### src/rtl/airi5c_spi_arbiter.sv
// Round-robin arbiter sharing one SPI master between NUM_REQ requesters, with per-requester
// slave selects and a deselect gap between bursts. Define SPI_ARB_TIMEOUT_EN for the watchdog.
module airi5c_spi_arbiter #(
  parameter int unsigned NUM_REQ    = 4,
  parameter int unsigned DATA_WIDTH = 8,
  parameter int unsigned LEN_W      = 8,
  parameter int unsigned CS_GAP     = 4,
  parameter int unsigned TIMEOUT    = 1024
) (
  input  logic                          clk,
  input  logic                          reset,
  input  logic [NUM_REQ-1:0]            req,
  input  logic [NUM_REQ*LEN_W-1:0]      len,
  input  logic [NUM_REQ*DATA_WIDTH-1:0] tx_data,
  input  logic [NUM_REQ-1:0]            tx_valid,
  output logic [NUM_REQ-1:0]            tx_ready,
  output logic [DATA_WIDTH-1:0]         rx_data,
  output logic [NUM_REQ-1:0]            rx_valid,
  output logic [NUM_REQ-1:0]            grant,
  output logic [NUM_REQ-1:0]            done,
  output logic                          error,
  output logic                          m_start,
  output logic [DATA_WIDTH-1:0]         m_tx_data,
  input  logic                          m_busy,
  input  logic                          m_rx_valid,
  input  logic [DATA_WIDTH-1:0]         m_rx_data,
  output logic [NUM_REQ-1:0]            ss_n
);

  localparam int unsigned IDX_W = $clog2(NUM_REQ);
  localparam int unsigned GAP_W = $clog2(CS_GAP + 1);

  typedef enum logic [1:0] {StIdle, StLoad, StXfer, StGap} state_e;

  state_e                state_q, state_d;
  logic [IDX_W-1:0]      idx_q, idx_d, rr_q, rr_d, pick_idx;
  logic                  pick_valid;
  logic [NUM_REQ-1:0]    grant_q, grant_d, rx_valid_q, rx_valid_d, done_q, done_d;
  logic [LEN_W-1:0]      cnt_q, cnt_d;
  logic [GAP_W-1:0]      gap_q, gap_d;
  logic [DATA_WIDTH-1:0] m_tx_data_q, m_tx_data_d, rx_data_q, rx_data_d;
  logic                  m_start_q, m_start_d;
  int unsigned           cand;

`ifdef SPI_ARB_TIMEOUT_EN
  localparam int unsigned TMO_W = $clog2(TIMEOUT + 1);
  logic [TMO_W-1:0] tmo_q, tmo_d;
  logic             error_q, error_d;
  logic             tmo_hit;
  assign tmo_hit = (tmo_q == TMO_W'(TIMEOUT - 1));
`endif

  // First requester at or above the round-robin pointer, wrapping.
  always_comb begin
    pick_valid = 1'b0;
    pick_idx   = '0;
    cand       = 0;
    for (int unsigned k = 0; k < NUM_REQ; k++) begin
      cand = (32'(rr_q) + k) % NUM_REQ;
      if (!pick_valid && req[cand[IDX_W-1:0]]) begin
        pick_valid = 1'b1;
        pick_idx   = cand[IDX_W-1:0];
      end
    end
  end

  always_comb begin
    state_d     = state_q;
    idx_d       = idx_q;
    rr_d        = rr_q;
    grant_d     = grant_q;
    cnt_d       = cnt_q;
    gap_d       = gap_q;
    m_tx_data_d = m_tx_data_q;
    rx_data_d   = rx_data_q;
    m_start_d   = 1'b0;
    rx_valid_d  = '0;
    done_d      = '0;
    tx_ready    = '0;
`ifdef SPI_ARB_TIMEOUT_EN
    error_d     = 1'b0;
`endif
    unique case (state_q)
      StIdle: begin
        if (pick_valid) begin
          idx_d   = pick_idx;
          grant_d = NUM_REQ'(1) << pick_idx;
          cnt_d   = len[pick_idx*LEN_W +: LEN_W];
          rr_d    = (pick_idx == IDX_W'(NUM_REQ - 1)) ? '0 : pick_idx + 1'b1;
          state_d = StLoad;
        end
      end
      StLoad: begin
        if (tx_valid[idx_q] && !m_busy) begin
          tx_ready    = grant_q;
          m_tx_data_d = tx_data[idx_q*DATA_WIDTH +: DATA_WIDTH];
          m_start_d   = 1'b1;
          state_d     = StXfer;
        end
`ifdef SPI_ARB_TIMEOUT_EN
        else if (tmo_hit) begin
          error_d = 1'b1;
          done_d  = grant_q;
          grant_d = '0;
          gap_d   = GAP_W'(CS_GAP - 1);
          state_d = StGap;
        end
`endif
      end
      StXfer: begin
        if (m_rx_valid) begin
          rx_data_d  = m_rx_data;
          rx_valid_d = grant_q;
          // A dropped request ends the burst once the in-flight word is back.
          if (cnt_q == '0 || !req[idx_q]) begin
            done_d  = grant_q;
            grant_d = '0;
            gap_d   = GAP_W'(CS_GAP - 1);
            state_d = StGap;
          end else begin
            cnt_d   = cnt_q - 1'b1;
            state_d = StLoad;
          end
        end
`ifdef SPI_ARB_TIMEOUT_EN
        else if (tmo_hit) begin
          error_d = 1'b1;
          done_d  = grant_q;
          grant_d = '0;
          gap_d   = GAP_W'(CS_GAP - 1);
          state_d = StGap;
        end
`endif
      end
      StGap: begin
        if (gap_q == '0) begin
          state_d = StIdle;
        end else begin
          gap_d = gap_q - 1'b1;
        end
      end
      default: state_d = StIdle;
    endcase
`ifdef SPI_ARB_TIMEOUT_EN
    tmo_d = ((state_q == StLoad || state_q == StXfer) && state_d == state_q) ? tmo_q + 1'b1 : '0;
`endif
  end

  always_ff @(posedge clk) begin
    if (reset) begin
      state_q     <= StIdle;
      idx_q       <= '0;
      rr_q        <= '0;
      grant_q     <= '0;
      cnt_q       <= '0;
      gap_q       <= '0;
      m_tx_data_q <= '0;
      rx_data_q   <= '0;
      m_start_q   <= 1'b0;
      rx_valid_q  <= '0;
      done_q      <= '0;
`ifdef SPI_ARB_TIMEOUT_EN
      tmo_q       <= '0;
      error_q     <= 1'b0;
`endif
    end else begin
      state_q     <= state_d;
      idx_q       <= idx_d;
      rr_q        <= rr_d;
      grant_q     <= grant_d;
      cnt_q       <= cnt_d;
      gap_q       <= gap_d;
      m_tx_data_q <= m_tx_data_d;
      rx_data_q   <= rx_data_d;
      m_start_q   <= m_start_d;
      rx_valid_q  <= rx_valid_d;
      done_q      <= done_d;
`ifdef SPI_ARB_TIMEOUT_EN
      tmo_q       <= tmo_d;
      error_q     <= error_d;
`endif
    end
  end

`ifdef SPI_ARB_TIMEOUT_EN
  assign error = error_q;
`else
  logic unused_timeout;
  assign unused_timeout = ^TIMEOUT;
  assign error = 1'b0;
`endif

  assign grant     = grant_q;
  assign ss_n      = ~grant_q;
  assign rx_valid  = rx_valid_q;
  assign rx_data   = rx_data_q;
  assign done      = done_q;
  assign m_start   = m_start_q;
  assign m_tx_data = m_tx_data_q;

endmodule
### config.mk
export PLATFORM = sky130hd
export DESIGN_NAME = airi5c_spi_arbiter
export DESIGN_NICKNAME = d
export VERILOG_FILES = /design/src/rtl/airi5c_spi_arbiter.sv
export SDC_FILE = /design/constraint.sdc
export NUM_CORES = 1
export LEC_CHECK = 0
export BUFFER_PORTS_ARGS = -buffer_cell sky130_fd_sc_hd__buf_2
export CORE_MARGIN = 2
export CORE_UTILIZATION = 51
export CTS_BUF_LIST = sky130_fd_sc_hd__clkbuf_16
export DETAILED_ROUTE_END_ITERATION = 6
export PLACE_DENSITY_LB_ADDON = 0.25
export SYNTH_ARGS = -nofsm -noshare
export SYNTH_HDL_FRONTEND = slang
export SYNTH_SLANG_ARGS = --single-unit
### constraint.sdc
create_clock -name clk -period 5.85 [get_ports clk]
set_input_delay 0.2925 -clock clk [delete_from_list [all_inputs] [get_ports clk]]
set_output_delay 0.2925 -clock clk [all_outputs]
set_load 0.03 [all_outputs]
==> summary.md <==
| Metric | Value |
|---|---|
| Clk_lat worst skew | `0.28 ns` |
| # nets final | `490` |
| FP Rows | `26` |
| CP required | `5.56 ns` |
| DRT iter0 DRCs | `236` |
| GRT Util Overall | `23.2%` |
| Worst Tran Pin Value | `0.883 ns` |
| First-pass GRT wire length | `11200 um` |
| Clock Path Buffers | `2` |
| Cells after Synth | `289` |
| Vias | `2548` |
| Number of synthesized flops with an enable pin | `0` |
| Count of cell types in the netlist | `51` |
| Ratio of final minimum period to clock period | `47.3%` |
| TritonCTS Sinks | `46` |
| Setup TNS Final | `0 ns` |
| IO buf count | `120` |
| Syn Area/Cell | `9.25 sq um` |
| Pin count of the biggest net entering global routing | `50` |
| Cell depth of the worst flop-to-flop path | `6` |
| Vias in the first global route | `2430` |
| Final Skew | `0.00406 ns` |
| Root Driver | `clkbuf_16` |
| Crit-path cells | `mux4_2 -> nand2b_1 -> nor3b_4 -> and2_1 -> buf_2` |
| Number of fillers in the final layout | `423` |
| Critical path type | `reg -> out` |
| Drt pass-1 iters | `4` |
| Slew HR | `40.5%` |
| Share of post-route cells with drive strength above 1 | `38.6%` |
| Status | `finished, final reports clean` |
| Worst path slowest cell | `dfxtp_1` |
| Hold crit path type | `in -> reg` |
| Most used flip-flop cell after synthesis | `dfxtp_1` |
| Placement Cell Area | `3250 sq um` |
| Post-synthesis sequential area ratio | `34.4%` |
| Area delta synth->final | `27.0%` |
| Worst-path clk slew | `0.07 ns` |
| Lkg Pwr | `1.56 nW` |
| WHS | `0.244 ns` |
| Max Clk Rate | `361 MHz` |
| CTS tree | `yes` |
| Type of element launching the critical path | `flip-flop` |
| Die height | `76.4 um` |
| Post_cts resized | `0` |
| Core region area | `5070 sq um` |
| Pre-CTS setup slack | `3.13 ns` |
| P per Cell Area | `288 nW/um^2` |
| Post-synthesis register bit count | `46` |
| Fin. max-slew vios | `0` |
| Worst Path Max Fanout | `14` |
| Count of endpoints failing hold in the final timing report | `0` |
| Post-Syn Area | `2670 sq um` |
| Congestion Overflow GR | `0` |
| Setup Buffers After CTS | `0` |
| Crit path depth | `5` |
| Initial antenna violation count | `0` |
| Diode count | `0` |
| Unrepaired setup endpoints after global routing | `false` |
| Total of max-cap violations | `0` |
| Post-route cell area | `3400 sq um` |
| Routability cong. | `0.903` |
| Synth warn | `0` |
| DP Wirelength | `4930 um` |
| Htree depth | `2` |
| CP Capture Type | `output pin` |
| Post-route setup slack | `3.08 ns` |
| Detail Route Antenna Nets | `0` |
| Worst Hold Depth | `3` |
| Syn Nets | `381` |
| Period minus WS final | `2.77 ns` |
| Design Power | `0.000980 W` |
| Inserted Clock Buffers | `5` |
| Die Wd | `76.4 um` |
| Mean number of vias per cell | `5.43` |
| Critical path arrival | `2.48 ns` |
| Bufs and invs on worst path | `1` |
| Post-synthesis async set-or-reset flop share | `0%` |
| Largest stage delay, worst path | `0.67 ns` |
| Worst vdd ir | `0.152 mV` |
| WL final | `6600 um` |
| Cts hold-fix bufs | `0` |
| Wire per inst | `14.1 um` |
| Crit path max-delay family | `simple AND/OR/NAND/NOR gates` |
| Initial core utilization | `52.7%` |
| DIE AREA | `5840 sq um` |
| DRC violations left | `0` |
| Ports | `122` |
| Final setup violating endpoints | `0` |
[tightest hold or removal path, stage by stage]
cell and delay, ns:
buf_2 0.09, nand2_1 0.04, a21oi_1 0.05
[cell usage after synthesis (all sizes together), types with 3 or more instances]
master	count	area, sq um
dfxtp	46	921
nor2	30	115
nand2	27	101
a21oi	20	100
mux2i	18	180
inv	14	52.6
o21ai	11	58.8
buf	10	78.8
mux2	10	116
mux4	10	248
nor3	10	50.1
clkbuf	8	30.0
ha	8	100
nand3	7	35.0
a22oi	6	45.0
a31oi	5	46.3
and2	5	31.3
nor2b	5	33.8
a2bb2oi	4	35.0
and3	4	25.0
nor4	4	43.8
nand2b	3	18.8
or3	3	23.8
[area by class of cell]
class	count	area, sq um	share of cell area [%]
Timing Repair Buffer	120	601	17.7
Multi-Input combinational cell	211	1590	46.9
Clock buffer	5	125	3.68
Inverter	14	52.6	1.55
Sequential cell	46	921	27.1
Tap cell	70	87.6	2.58
Clock inverter	3	18.8	0.552
[final timing paths]
check | from | end | slack (ns)
worst min register to register | rx_data[4] | rx_data[4] | 0.45
worst min-delay path | m_rx_data[4] | rx_data[4] | 0.24
worst max-delay path | idx_q[0] | tx_ready[0] | 3.08
worst max register to register | state_q[1] | cnt_q[2] | 3.09
[cells by family after synthesis]
group                      count (synthesis)  share of synthesized area (%)
and+or+nand+nor                          106                           20.4
muxes                                     38                           20.4
other                                      1                          0.140
adders and majority gates                  8                           3.74
AOI/OAI and AO/OA                         58                           14.8
DFF                                       46                           34.4
buffers and inverters                     32                           6.04
[per-layer routing]
layer  global-route usage, %  vias up  share of wire (%)
met5                       0        -                  0
met4                    5.09        0                1.0
met3                    4.50        6                6.0
met2                    40.7       94                 50
met1                    29.7     1194                 43
li1                        -     1254                  -
[through the flow]
stage	instances	util (%)
3_5_place_dp	461	64.1
5_1_grt	469	66.9
6_report	469	66.9
2_1_floorplan	289	-
4_1_cts	469	66.9
3_3_place_gp	461	64.1
[sequential cells by signal, indices dropped and copies added, names as in the netlist]
name	count
cnt_q	8
m_tx_data	8
rx_data	8
done	4
grant	4
rx_valid	4
gap_q	3
idx_q	2
rr_q	2
state_q	2
m_start	1
[report_power, final]
part | leakage [nW] | switching, W | total (W) | internal [W]
Clock | 0.0740 | 0.000121 | 0.000279 | 0.000158
Sequential | 0.374 | 0.0000392 | 0.000381 | 0.000342
Combinational | 1.11 | 0.000174 | 0.000320 | 0.000145
Total | 1.56 | 0.000335 | 0.000980 | 0.000645
[placed cells by master (no fill, tap or decap), drive strengths merged, types with 10 or more instances in the layout]
cell type / Yosys / routed
buf: 10 / 120
dfxtp: 46 / 46
nor2: 30 / 30
nand2: 27 / 27
a21oi: 20 / 20
mux2i: 18 / 18
inv: 14 / 15
o21ai: 11 / 11
nor3: 10 / 10
mux2: 10 / 10
mux4: 10 / 10
Note: power is estimated with default switching activity, not from simulation.
